### config.mk
export PLATFORM = sky130hd
export DESIGN_NAME = clint
export DESIGN_NICKNAME = d
export VERILOG_FILES = /design/src/rtl/clint_pkg.sv /design/src/rtl/clint_timer.sv /design/src/rtl/clint.sv
export SDC_FILE = /design/constraint.sdc
export NUM_CORES = 1
export LEC_CHECK = 0
export ABC_AREA = 1
export CAP_MARGIN = 20
export CORE_ASPECT_RATIO = 1.5
export CORE_MARGIN = 4
export CORE_UTILIZATION = 47
export DETAILED_ROUTE_END_ITERATION = 16
export PLACE_DENSITY = 0.83
export SLEW_MARGIN = 20
export SYNTH_ARGS = -nofsm -noshare
export SYNTH_HDL_FRONTEND = slang
export SYNTH_SLANG_ARGS = --single-unit
### constraint.sdc
create_clock -name clk -period 3.3 [get_ports clk]
set_clock_uncertainty 0.15 [all_clocks]
set_input_delay 0.495 -clock clk [delete_from_list [all_inputs] [get_ports clk]]
set_output_delay 0.495 -clock clk [all_outputs]
set_load 0.005 [all_outputs]
### src/rtl/clint_pkg.sv
// Shared constants and helpers for the core-local interruptor: register
// offsets, trap cause codes and the byte-lane store merge.
package clint_pkg;

  localparam logic [15:0] CLINT_MSIP_OFS     = 16'h0000;
  localparam logic [15:0] CLINT_MTIMECMP_OFS = 16'h4000;
  localparam logic [15:0] CLINT_MTIME_OFS    = 16'hBFF8;
  localparam logic [63:0] CLINT_WINDOW_SIZE  = 64'h0000_0000_0001_0000;

  localparam logic [3:0] IRQ_MSI         = 4'd3;
  localparam logic [3:0] IRQ_MTI         = 4'd7;
  localparam logic [3:0] EXC_LOAD_FAULT  = 4'd5;
  localparam logic [3:0] EXC_STORE_FAULT = 4'd7;

  // Replace only the byte lanes enabled in mask; other lanes keep old_v.
  function automatic logic [63:0] merge_bytes(input logic [63:0] old_v,
                                               input logic [63:0] new_v,
                                               input logic [7:0]  mask);
    logic [63:0] r;
    r = old_v;
    for (int i = 0; i < 8; i++) begin
      if (mask[i]) r[8*i +: 8] = new_v[8*i +: 8];
    end
    return r;
  endfunction

endpackage

### src/rtl/clint_timer.sv
// Machine timer: prescaler, mtime and mtimecmp with byte-masked stores, and
// the unsigned compare that produces the raw timer-pending level.
module clint_timer
  import clint_pkg::*;
#(
  parameter int unsigned TICK_DIV = 1
) (
  input  logic        clk,
  input  logic        rst,
  input  logic        wr_cmp_i,
  input  logic        wr_time_i,
  input  logic [7:0]  wmask_i,
  input  logic [63:0] wdata_i,
  output logic [63:0] mtime_o,
  output logic [63:0] mtimecmp_o,
  output logic        mtip_o
);

  localparam int unsigned      CNT_W    = (TICK_DIV > 1) ? $clog2(TICK_DIV) : 1;
  localparam logic [CNT_W-1:0] CNT_LAST = CNT_W'(TICK_DIV - 1);

  logic [CNT_W-1:0] tick_cnt_q, tick_cnt_d;
  logic [63:0]      mtime_q, mtime_d;
  logic [63:0]      mtimecmp_q, mtimecmp_d;
  logic             tick;

  assign tick = (tick_cnt_q == CNT_LAST);

  // A store to mtime overrides a coincident tick; the prescaler runs on.
  always_comb begin
    tick_cnt_d = tick ? '0 : tick_cnt_q + CNT_W'(1);
    mtime_d    = mtime_q;
    if (wr_time_i)  mtime_d = merge_bytes(mtime_q, wdata_i, wmask_i);
    else if (tick)  mtime_d = mtime_q + 64'd1;
    mtimecmp_d = wr_cmp_i ? merge_bytes(mtimecmp_q, wdata_i, wmask_i) : mtimecmp_q;
  end

  always_ff @(posedge clk) begin
    if (rst) begin
      tick_cnt_q <= '0;
      mtime_q    <= '0;
      mtimecmp_q <= '1;
    end else begin
      tick_cnt_q <= tick_cnt_d;
      mtime_q    <= mtime_d;
      mtimecmp_q <= mtimecmp_d;
    end
  end

  assign mtime_o    = mtime_q;
  assign mtimecmp_o = mtimecmp_q;
  assign mtip_o     = (mtime_q >= mtimecmp_q);

endmodule

### src/rtl/clint.sv
// Core-local interruptor top: window decode, msip, read mux, interrupt
// priority towards the trap handler, and access-fault exceptions.
module clint
  import clint_pkg::*;
#(
  parameter logic [63:0] BASE_ADDR = 64'h0000_0000_0200_0000,
  parameter int unsigned TICK_DIV  = 1
) (
  input  logic        clk,
  input  logic        rst,
  input  logic        we_dmem,
  input  logic        is_LOAD,
  input  logic [7:0]  dmem_word_sel,
  input  logic [63:0] r_dmem_addr,
  input  logic [63:0] w_dmem_data,
  output logic        clint_sel,
  output logic [63:0] clint_data,
  output logic        mip_msip,
  output logic        mip_mtip,
  output logic        irq_en,
  output logic [3:0]  irq_code,
  output logic [63:0] irq_val,
  output logic        exc_en,
  output logic [3:0]  exc_code,
  output logic [63:0] exc_val
);

  logic [63:0] rel_addr, mtime, mtimecmp;
  logic [15:0] ofs;
  logic        aligned, hit_msip, hit_cmp, hit_time, legal, mtip;
  logic        msip_q, msip_d;
  logic        mip_msip_q, mip_mtip_q, irq_en_q;
  logic [3:0]  irq_code_q, irq_code_d;

  assign rel_addr  = r_dmem_addr - BASE_ADDR;
  assign clint_sel = (r_dmem_addr >= BASE_ADDR) && (rel_addr < CLINT_WINDOW_SIZE);
  assign ofs       = rel_addr[15:0];
  assign aligned   = (r_dmem_addr[2:0] == 3'b000);
  assign hit_msip  = clint_sel && aligned && (ofs == CLINT_MSIP_OFS);
  assign hit_cmp   = clint_sel && aligned && (ofs == CLINT_MTIMECMP_OFS);
  assign hit_time  = clint_sel && aligned && (ofs == CLINT_MTIME_OFS);
  assign legal     = hit_msip || hit_cmp || hit_time;

  assign exc_en   = clint_sel && (we_dmem || is_LOAD) && !legal;
  assign exc_code = !exc_en ? 4'd0 : (is_LOAD ? EXC_LOAD_FAULT : EXC_STORE_FAULT);
  assign exc_val  = exc_en ? r_dmem_addr : 64'd0;

  always_comb begin
    clint_data = 64'd0;
    if (hit_msip)      clint_data = {63'd0, msip_q};
    else if (hit_cmp)  clint_data = mtimecmp;
    else if (hit_time) clint_data = mtime;
  end

  clint_timer #(.TICK_DIV(TICK_DIV)) u_timer (
    .clk        (clk),
    .rst        (rst),
    .wr_cmp_i   (we_dmem && hit_cmp),
    .wr_time_i  (we_dmem && hit_time),
    .wmask_i    (dmem_word_sel),
    .wdata_i    (w_dmem_data),
    .mtime_o    (mtime),
    .mtimecmp_o (mtimecmp),
    .mtip_o     (mtip)
  );

  // Software interrupt wins over the timer when both are pending.
  always_comb begin
    msip_d     = (we_dmem && hit_msip && dmem_word_sel[0]) ? w_dmem_data[0] : msip_q;
    irq_code_d = msip_q ? IRQ_MSI : (mtip ? IRQ_MTI : 4'd0);
  end

  always_ff @(posedge clk) begin
    if (rst) begin
      msip_q     <= 1'b0;
      mip_msip_q <= 1'b0;
      mip_mtip_q <= 1'b0;
      irq_en_q   <= 1'b0;
      irq_code_q <= 4'd0;
    end else begin
      msip_q     <= msip_d;
      mip_msip_q <= msip_q;
      mip_mtip_q <= mtip;
      irq_en_q   <= msip_q || mtip;
      irq_code_q <= irq_code_d;
    end
  end

  assign mip_msip = mip_msip_q;
  assign mip_mtip = mip_mtip_q;
  assign irq_en   = irq_en_q;
  assign irq_code = irq_code_q;
  assign irq_val  = 64'd0;

endmodule

==> run summary <==
row cnt = 77
Reg clk slew, reported paths = 0.06 ns
Avg WL per Cell = 19.0 um
cells after synthesis = 2439
Worst setup SP type = primary input
largest net degree at the start of global routing = 77
Synth cell types = 43
# setup viols final = 144
Seq/Total Area, Yosys = 19.2%
clock latency on the worst-skew pair = 0.44 ns
IO buf count = 233
CP Cell Sequence = buf_4 -> buf_6 -> nor2_4 -> nand2_2 -> buf_4 -> buf_4 -> nor2_1 -> and2_1 -> nand3_1 -> nand2_1 -> nand2_2 -> nor2_4 -> nand4_4 -> buf_6 -> nor2_4 -> clkinv_4 -> bufbuf_16 -> o21ai_2 -> clkdlybuf4s15_2
number of nets in the layout = 3169
Leak = 11.6 nW
r2r setup slk = 0.02 ns
Levels on crit path = 19
max-cap violation count = 0
critical path's top delay family = buffers and inverters
clk buf depth = 2
final instance area = 21700 um^2
number of synthesis warnings = 0
1st-iter DRT viols = 1374
Final Hold Slack = 0.313 ns
Die W = 149 um
CP peak stage delay = 0.32 ns
post-layout minimum cycle time = 3.84 ns
clock share of power = 39.5%
Hold WC Path Type = register to register
#FFs+latches synth = 134
worst path bufs/invs = 8
final WL = 63900 um
Sw Ratio = 31.7%
Slew headroom = 29.6%
top post-synthesis cells by area = dfxtp_1 (19%), nand2_1 (17%), nand3_1 (13%)
crit share post-route = 116%
Synth Flop Type = dfxtp_1
Antenna Violating Nets Remaining = 0
failing checks = setup timing
Crit path required time = 2.65 ns
status = finished, violations left
Initial Utilization = 47.6%
r2r endpoint = u_timer.mtime_o[57]
initial antenna violation count = 0
antenna fix cells = 0
FF-to-FF path depth = 16
IO Pins = 345
share of cells above drive strength 1 = 30.8%
DR vias/cell = 5.53
RR Startpoint = u_timer.mtime_o[16]
gr usage total = 35.1%
TritonCTS Sinks = 134
first-pass GRT wire length = 90700 um
die footprint = 32600 um^2
post-synth top area cell = dfxtp_1
Total Power = 4.78 mW
RSZ-0062 raised after global routing = yes
final core utilization = 73.9%
vias = 18600
Post-DP HPWL = 43000 um
count leader, synth = nand2_1
DIE HEIGHT = 219 um
Setup WS post-layout = -0.538 ns
critical path arrival = 3.19 ns
H-tree depth = 4
CP Class = primary input to output port
Placer Congestion = 1.09
Syn-to-layout area delta = 55.3%
Mean Syn Cell Area = 5.73 um^2
critical path endpoint category = output port
root cell of the clock tree = clkbuf_16
Power Dens Cells = 220 nW/um^2
Pre-antenna DRT Iters = 7
worst setup path end = clint_data[28]
Least-Margin Pin Slew = 1.05 ns
Seq pwr share = 36.7%
CTS Hold Bufs = 0
FMAX = 0.261 GHz
Final Hold Vio Count = 0
share of Yosys cell area claimed by the top area cell type = 19.2%
Placed Instance Area = 17900 um^2
vias in the first global route = 18500
gr ovfl total = 0
fillcell total = 2182
combinational power share = 23.8%
Slew Viols, Final = 0
CTS tree = built
Synth top cells by count = nand2_1 (635), inv_1 (409), nand3_1 (370)
highest-delay cell along the critical path = bufbuf_16
Sw Pwr = 1.52 mW
CTS Buf Count = 17
Max IR drop VDD = 0.331 mV
residual DRC count = 0
crit path from = r_dmem_addr[43]
Post-synth EDFFs = 0
Place WS = -1.59 ns
Async SR Flop Fraction = 0%
internal power = 3.27 mW
Post-Syn Area = 14000 um^2
CP Max Fanout = 8
Core Area = 29400 um^2
[sequential cells by signal (all words and copies together) (netlist names)]
register / cells
irq_code: 2
mip_msip: 1
u_timer.mtimecmp_o: 64
u_timer.mtime_o: 64
msip_q: 1
mip_mtip: 1
u_timer.tick_cnt_q: 1
[worst min path at each step]
stage,startpoint,endpoint,slack (ns),cells after the start
after CTS,u_timer.mtimecmp_o[44],u_timer.mtimecmp_o[44],0.31,2
after global routing,u_timer.mtimecmp_o[55],u_timer.mtimecmp_o[55],0.34,2
final,u_timer.mtimecmp_o[2],u_timer.mtimecmp_o[2],0.31,2
after floorplan,u_timer.mtimecmp_o[10],u_timer.mtimecmp_o[10],0.28,2
after detailed placement,u_timer.mtimecmp_o[62],u_timer.mtimecmp_o[62],0.29,2
after global placement,u_timer.mtimecmp_o[43],u_timer.mtimecmp_o[43],0.29,2
[through the flow]
step,instances,setup TNS [ns]
after floorplan,2550,0
after global placement,3210,-237.67
after detailed placement,3210,-249.30
after CTS,3350,-70.30
after global routing,3370,-71.77
final,3370,-53.17
[cell type report]
type	instances	area (um^2)	area share [%]
clock buffer	19	433	1.99
inverter	411	1560	7.19
multi-input combinational	1808	10800	49.6
timing repair buffer	591	5650	26.0
sequential	134	2680	12.4
tap	395	494	2.28
clock inverter	12	131	0.605
[metal layers]
| layer | vias up | track usage (%) | share of wire [%] | wire length, um |
|---|---|---|---|---|
| li1 | 8540 | - | - | - |
| met2 | 1144 | 66.5 | 52 | 33000 |
| met3 | 468 | 6.53 | 7.4 | 4750 |
| met4 | 0 | 33.7 | 11 | 7100 |
| met5 | - | 0 | 0 | 0 |
| met1 | 8473 | 29.9 | 30 | 19100 |
[kinds of logic after synthesis]
group	count (synthesis)	share of synthesized area, %
simple gates	1433	45.4
buf+inv	608	20.4
compound gates	134	5.21
flops	134	19.2
fa+ha+maj	66	5.91
xor+xnor	63	3.95
other cells	1	0.0268
[repair_timing]
action | in CTS | in global routing
resized for setup | 801 | 330
gates cloned | 17 | 9
endpoints found under the setup margin | 217 | 208
buffers inserted | 95 | 33
pin swaps | 111 | 130
[power by group through the flow]
stage | sequential [mW] | clock, mW | combinational [mW]
2_1_floorplan | 1.76 | 0 | 0.578
3_3_place_gp | 1.78 | 0 | 0.911
3_5_place_dp | 1.79 | 0 | 0.930
4_1_cts | 1.75 | 1.88 | 1.02
5_1_grt | 1.76 | 1.96 | 1.23
6_report | 1.76 | 1.89 | 1.14
[cell usage in the layout, fill, tap and decap left out, types with 28 or more instances in the layout]
cell type / count
nor2_4: 67
o21ai_2: 55
a21oi_1: 28
conb_1: 112
nand2_1: 505
nor2_1: 189
buf_4: 247
nand2_4: 44
dfxtp_1: 134
xor2_1: 62
buf_6: 59
nand3_2: 67
buf_12: 32
ha_1: 65
nand3_1: 304
nand2_2: 89
inv_1: 397
nor2_2: 37
buf_2: 87
nor3_1: 37
nand4_1: 36
clkdlybuf4s50_1: 103
[tightest hold or removal path: cells and delay by family (launching register included)]
family / cells / cell delay [ns]
DFF: 1 / 0.33
and+or+nand+nor: 2 / 0.11
Note: power is estimated with default switching activity, not from simulation.
==> RTL edit 1: new RTL, config.mk and constraints unchanged <==
Reset style: asynchronous (`rst`), changed in 2 clocked blocks.
--- a/src/rtl/clint_timer.sv
+++ b/src/rtl/clint_timer.sv
@@ -35,7 +35,7 @@
     mtimecmp_d = wr_cmp_i ? merge_bytes(mtimecmp_q, wdata_i, wmask_i) : mtimecmp_q;
   end
 
-  always_ff @(posedge clk) begin
+  always_ff @(posedge clk or posedge rst) begin
     if (rst) begin
       tick_cnt_q <= '0;
       mtime_q    <= '0;
--- a/src/rtl/clint.sv
+++ b/src/rtl/clint.sv
@@ -70,7 +70,7 @@
     irq_code_d = msip_q ? IRQ_MSI : (mtip ? IRQ_MTI : 4'd0);
   end
 
-  always_ff @(posedge clk) begin
+  always_ff @(posedge clk or posedge rst) begin
     if (rst) begin
       msip_q     <= 1'b0;
       mip_msip_q <= 1'b0;
Behaviour: differs if rst is asserted again (counterexample within 4 cycles, from zero or initial values and one cycle with rst high); with rst held inactive, the same outputs for 4 cycles.
==> RTL edit 1 against the original RTL <==
- the flow still finishes with violations (negative setup slack)
- total power fell by 12%
- design area decreased by 12%
- setup slack better by 0.036 ns
- critical endpoint is now clint_data[21]
- global-route usage fell by 2.8 points
- wire length is 15% lower
- die area shrank 5.8%
- area after synthesis is 6.1% lower
- maximum frequency rose by 0.96%
- final cell count down 14%
- clock power rose by 2%
- sequential cell count down 1
==> RTL edit 1: results (changes against the original RTL) <==
Min-Delay Endpoint mip_msip; Inst Count DP 2800 (-13%); DR WL/cell 18.61 µm (-1.9%); Least-Margin Pin Slew 0.7045 ns (-0.3417 ns); Data arrival, critical path 3.16 ns (-0.03 ns); final setup fails 87 (-40%); first-pass GRT wire length 78.00 mm (-14%); Fin Hold WS 0.2347 ns (-0.07815 ns); setup_tns -32.99 ns (+20.18 ns); Placed Area 16850 µm² (-5.9%); initial DRC count 1131 (-18%); Reg-to-Reg Start u_timer.mtimecmp_o[63]; worst r2r path cells 10 (-6); Post-synth top cells 744 x nand2_1, 235 x inv_1, 181 x nor2_1, 158 x nand3_1, 126 x buf_4; Max VDD drop 0.2857 mV (-14%); failing checks negative setup slack; distinct cell type count after synthesis 49 (+14%); Hold Crit Start msip_q; outcome finished, violations left; Vias/cell 5.499 (-0.50%); worst slack at placement -1.444 ns (+0.1481 ns); layout cells sized above 1 29.37% (-1.4 points); worst r2r dst irq_code[2]; TritonRoute pass-1 iters 8 (+1); fin worst setup slack -0.5018 ns (+0.03645 ns); HPWL Detailed 39.57 mm (-7.9%); asr flop ratio synth 100.0% (+100 points); Top FF cell, synth dfrtp_1; register area share after synthesis 25.95% (+6.8 points)
-- RTL edit 1: timing repair --
item / CTS / global route
gates cloned: 4 / 7
hold endpoints to repair: 0 / 0
pin swaps: 66 / 60
resized for setup: 581 / 306
endpoints found under the setup margin: 216 / 91
setup buffers: 40 / 41
-- RTL edit 1: worst max-delay path by stage --
| stage | startpoint | depth (start not counted) | slack (ns) | to |
|---|---|---|---|---|
| detailed placement | r_dmem_addr[26] | 20 | -1.44 | clint_data[6] |
| CTS | r_dmem_addr[25] | 21 | -0.69 | exc_val[0] |
| finish | r_dmem_addr[25] | 23 | -0.50 | clint_data[21] |
| global placement | r_dmem_addr[43] | 21 | -1.37 | exc_val[3] |
| floorplan | r_dmem_addr[26] | 19 | 0.01 | exc_code[0] |
| global route | r_dmem_addr[25] | 23 | -0.56 | clint_data[37] |
-- RTL edit 1: cell type report --
| type | instances | share of cell area [%] |
|---|---|---|
| diodes | 1 | 0.01314 |
| inverters | 241 | 4.893 |
| repair buffers | 512 | 23.56 |
| well taps | 342 | 2.246 |
| clock buffers | 26 | 2.791 |
| clock inverters | 6 | 0.3350 |
| multi-input cells | 1653 | 48.27 |
| flip-flops and latches | 133 | 17.89 |
-- RTL edit 1: metal layers --
| metal | up-vias | global-route usage, % | wire, µm |
|---|---|---|---|
| li1 | 7412 | - | - |
| met1 | 7323 | 30.92 | 17050 |
| met2 | 943 | 59.22 | 27610 |
| met3 | 346 | 4.974 | 3678 |
| met4 | 0 | 27.29 | 5902 |
| met5 | - | 0 | 0 |
-- RTL edit 1: power breakdown --
part | total, mW | internal, mW | switching, mW
Combinational | 0.625 | 0.272 | 0.353
Sequential | 1.64 | 1.64 | 0
Clock | 1.93 | 1.19 | 0.739
Total | 4.19 | 3.09 | 1.09
-- RTL edit 1: cells by family after synthesis --
| logic type | share of synthesized area (%) |
|---|---|
| buf+inv | 15.67 |
| flops | 25.95 |
| other cells | 0.02855 |
| xor+xnor | 4.068 |
| simple gates | 42.52 |
| fa+ha+maj | 6.288 |
| compound gates | 5.469 |
-- RTL edit 1: worst max-delay path, stage by stage --
cell	delay (ns)
buf_6	0.10
clkinvlp_4	0.09
buf_6	0.14
nand2_4	0.05
buf_4	0.13
nor2_4	0.18
nand2_4	0.12
nor2_4	0.13
nand3_1	0.10
nand2_2	0.11
nand2_1	0.07
nor2_2	0.14
nand3_2	0.16
nor2_8	0.16
nand3_4	0.12
inv_8	0.08
buf_8	0.12
buf_6	0.13
buf_12	0.15
buf_6	0.11
nand3_2	0.06
o21ai_1	0.09
buf_2	0.13
==> RTL edit 2: new RTL, config.mk and constraints unchanged <==
Made on the original files. Put a register stage on the outputs `exc_code` and `exc_val`, cleared by the reset. The values now appear one clock later. The other outputs are not delayed to match.
--- a/src/rtl/clint.sv
+++ b/src/rtl/clint.sv
@@ -42,8 +42,15 @@
   assign legal     = hit_msip || hit_cmp || hit_time;
 
   assign exc_en   = clint_sel && (we_dmem || is_LOAD) && !legal;
-  assign exc_code = !exc_en ? 4'd0 : (is_LOAD ? EXC_LOAD_FAULT : EXC_STORE_FAULT);
-  assign exc_val  = exc_en ? r_dmem_addr : 64'd0;
+  always_ff @(posedge clk) begin
+    if (rst) begin
+      exc_code <= '0;
+      exc_val  <= '0;
+    end else begin
+      exc_code <= !exc_en ? 4'd0 : (is_LOAD ? EXC_LOAD_FAULT : EXC_STORE_FAULT);
+      exc_val  <= exc_en ? r_dmem_addr : 64'd0;
+    end
+  end
 
   always_comb begin
     clint_data = 64'd0;
Behaviour: not the same (a bounded check fails within 4 cycles, from zero or initial values and one cycle with rst high).
==> RTL edit 2 against the original RTL <==
- the run still ends with negative setup slack left
- design area is 0.20% higher
- critical path depth rose by 6
- wire length fell by 1.8%
- die area is 3.6% higher
- total power increased by 21%
- area after synthesis rose by 3.8%
- sequential cell count up 66
- setup slack got worse by 0.11 ns
==> RTL edit 2: results (changes against the original RTL) <==
number of global-route vias before repair 18.24k (-1.5%); met2 Track Usage GR 62.29% (-4.2 points); worst r2r dst u_timer.mtime_o[62]; hold depth 5 (+3); Rel. slew slack 52.09% (+22 points); final setup fails 65 (-55%); PortBufs 278 (+19%); fillers 2384 (+9.3%); Reg-to-Reg Start u_timer.mtime_o[1]; post-CTS sizing 642 (-20%); Hold Crit Start r_dmem_addr[26]; HPWL Detailed 43.82 mm (+2.0%); Power Combinational 1.09 mW (-4%); first-pass GRT wire length 94.23 mm (+3.9%); Vias/cell 5.421 (-1.9%); P_leak 11.55 nW (-0.16%); GRT met3 Usage 7.011% (+0.48 points); worst slack at placement -1.404 ns (+0.1881 ns); sequential share of power 44.6% (+7.9 points); Sw Pwr 1.681 mW (+11%); outcome finished, violations left; R2R Setup Slk 0.22 ns (+0.20 ns); Compound-Gate Fraction of Synth Area 5.337% (+0.13 points); grt met1 use 38.61% (+8.7 points); initial antenna violation count 2 (+2); largest net degree at the start of global routing 74 (-3.9%); Post-synth top cells 655 x nand2_1, 392 x inv_1, 280 x nor2_1, 251 x nand3_1, 200 x dfxtp_1; NumNets Final 3194 (+0.79%); failing checks negative setup slack; Post-CTS Setup Bufs 71 (-25%); clk_lat worst skew 0.46 ns (+0.02 ns); register area share after synthesis 27.59% (+8.4 points); Placed Area 19450 µm² (+8.7%); Final Non-Filler Cells 3402 (+0.95%); fin worst setup slack -0.6503 ns (-0.1121 ns); Fin Hold WS 0.3028 ns (-0.01005 ns); synth top area cells dfxtp_1 28%, nand2_1 17%, inv_1 10%, nand3_1 8.7%, nor2_1 7.2%; initial DRC count 1784 (+30%); Inst Count DP 3288 (+2.4%); hold crit path type in2reg; Max VDD drop 0.3511 mV (+6.1%)
## RTL edit 2: per-layer routing
layer	part of all wire, %	up-vias
met1	36	8437
met2	50	1112
met3	7.9	304
met4	6.6	0
met5	0	-
li1	-	8590
## RTL edit 2: cell type report
type / count / area [µm²] / area share, %
clock buffer: 23 / 488.0 / 2.243
antenna: 2 / 5.005 / 0.02300
inverter: 399 / 1509 / 6.935
sequential: 200 / 4004 / 18.40
clock inverter: 8 / 85.08 / 0.3910
tap: 400 / 500.5 / 2.300
multi-input combinational: 1761 / 9549 / 43.89
timing repair buffer: 609 / 5618 / 25.82
## RTL edit 2: cells by family after synthesis
kind of cell / after synthesis
flops: 200
buf+inv: 543
xor+xnor: 66
simple gates: 1378
fa+ha+maj: 66
other cells: 1
compound gates: 139
## RTL edit 2: worst max-delay path by stage
stage	start	end	cells after the start
3_3_place_gp	r_dmem_addr[42]	clint_data[24]	19
2_1_floorplan	r_dmem_addr[25]	clint_data[10]	18
6_report	r_dmem_addr[25]	clint_data[43]	25
5_1_grt	r_dmem_addr[25]	clint_data[35]	25
3_5_place_dp	r_dmem_addr[30]	clint_data[36]	18
4_1_cts	r_dmem_addr[27]	clint_data[39]	25
## RTL edit 2: worst max-delay path: stages
cell,delay [ns]
buf_8,0.10
inv_6,0.05
ha_4,0.17
inv_4,0.04
buf_6,0.11
nand2_2,0.05
nand2_2,0.06
nor2_2,0.09
nand2_1,0.08
nor2_2,0.17
nand3_2,0.11
nor2_2,0.11
nand3b_1,0.15
nor2_1,0.15
nand3b_1,0.14
buf_4,0.17
nor2_4,0.08
and3_4,0.20
buf_12,0.11
buf_12,0.11
buf_12,0.13
buf_16,0.12
nand3_1,0.06
o21ai_1,0.10
buf_2,0.13
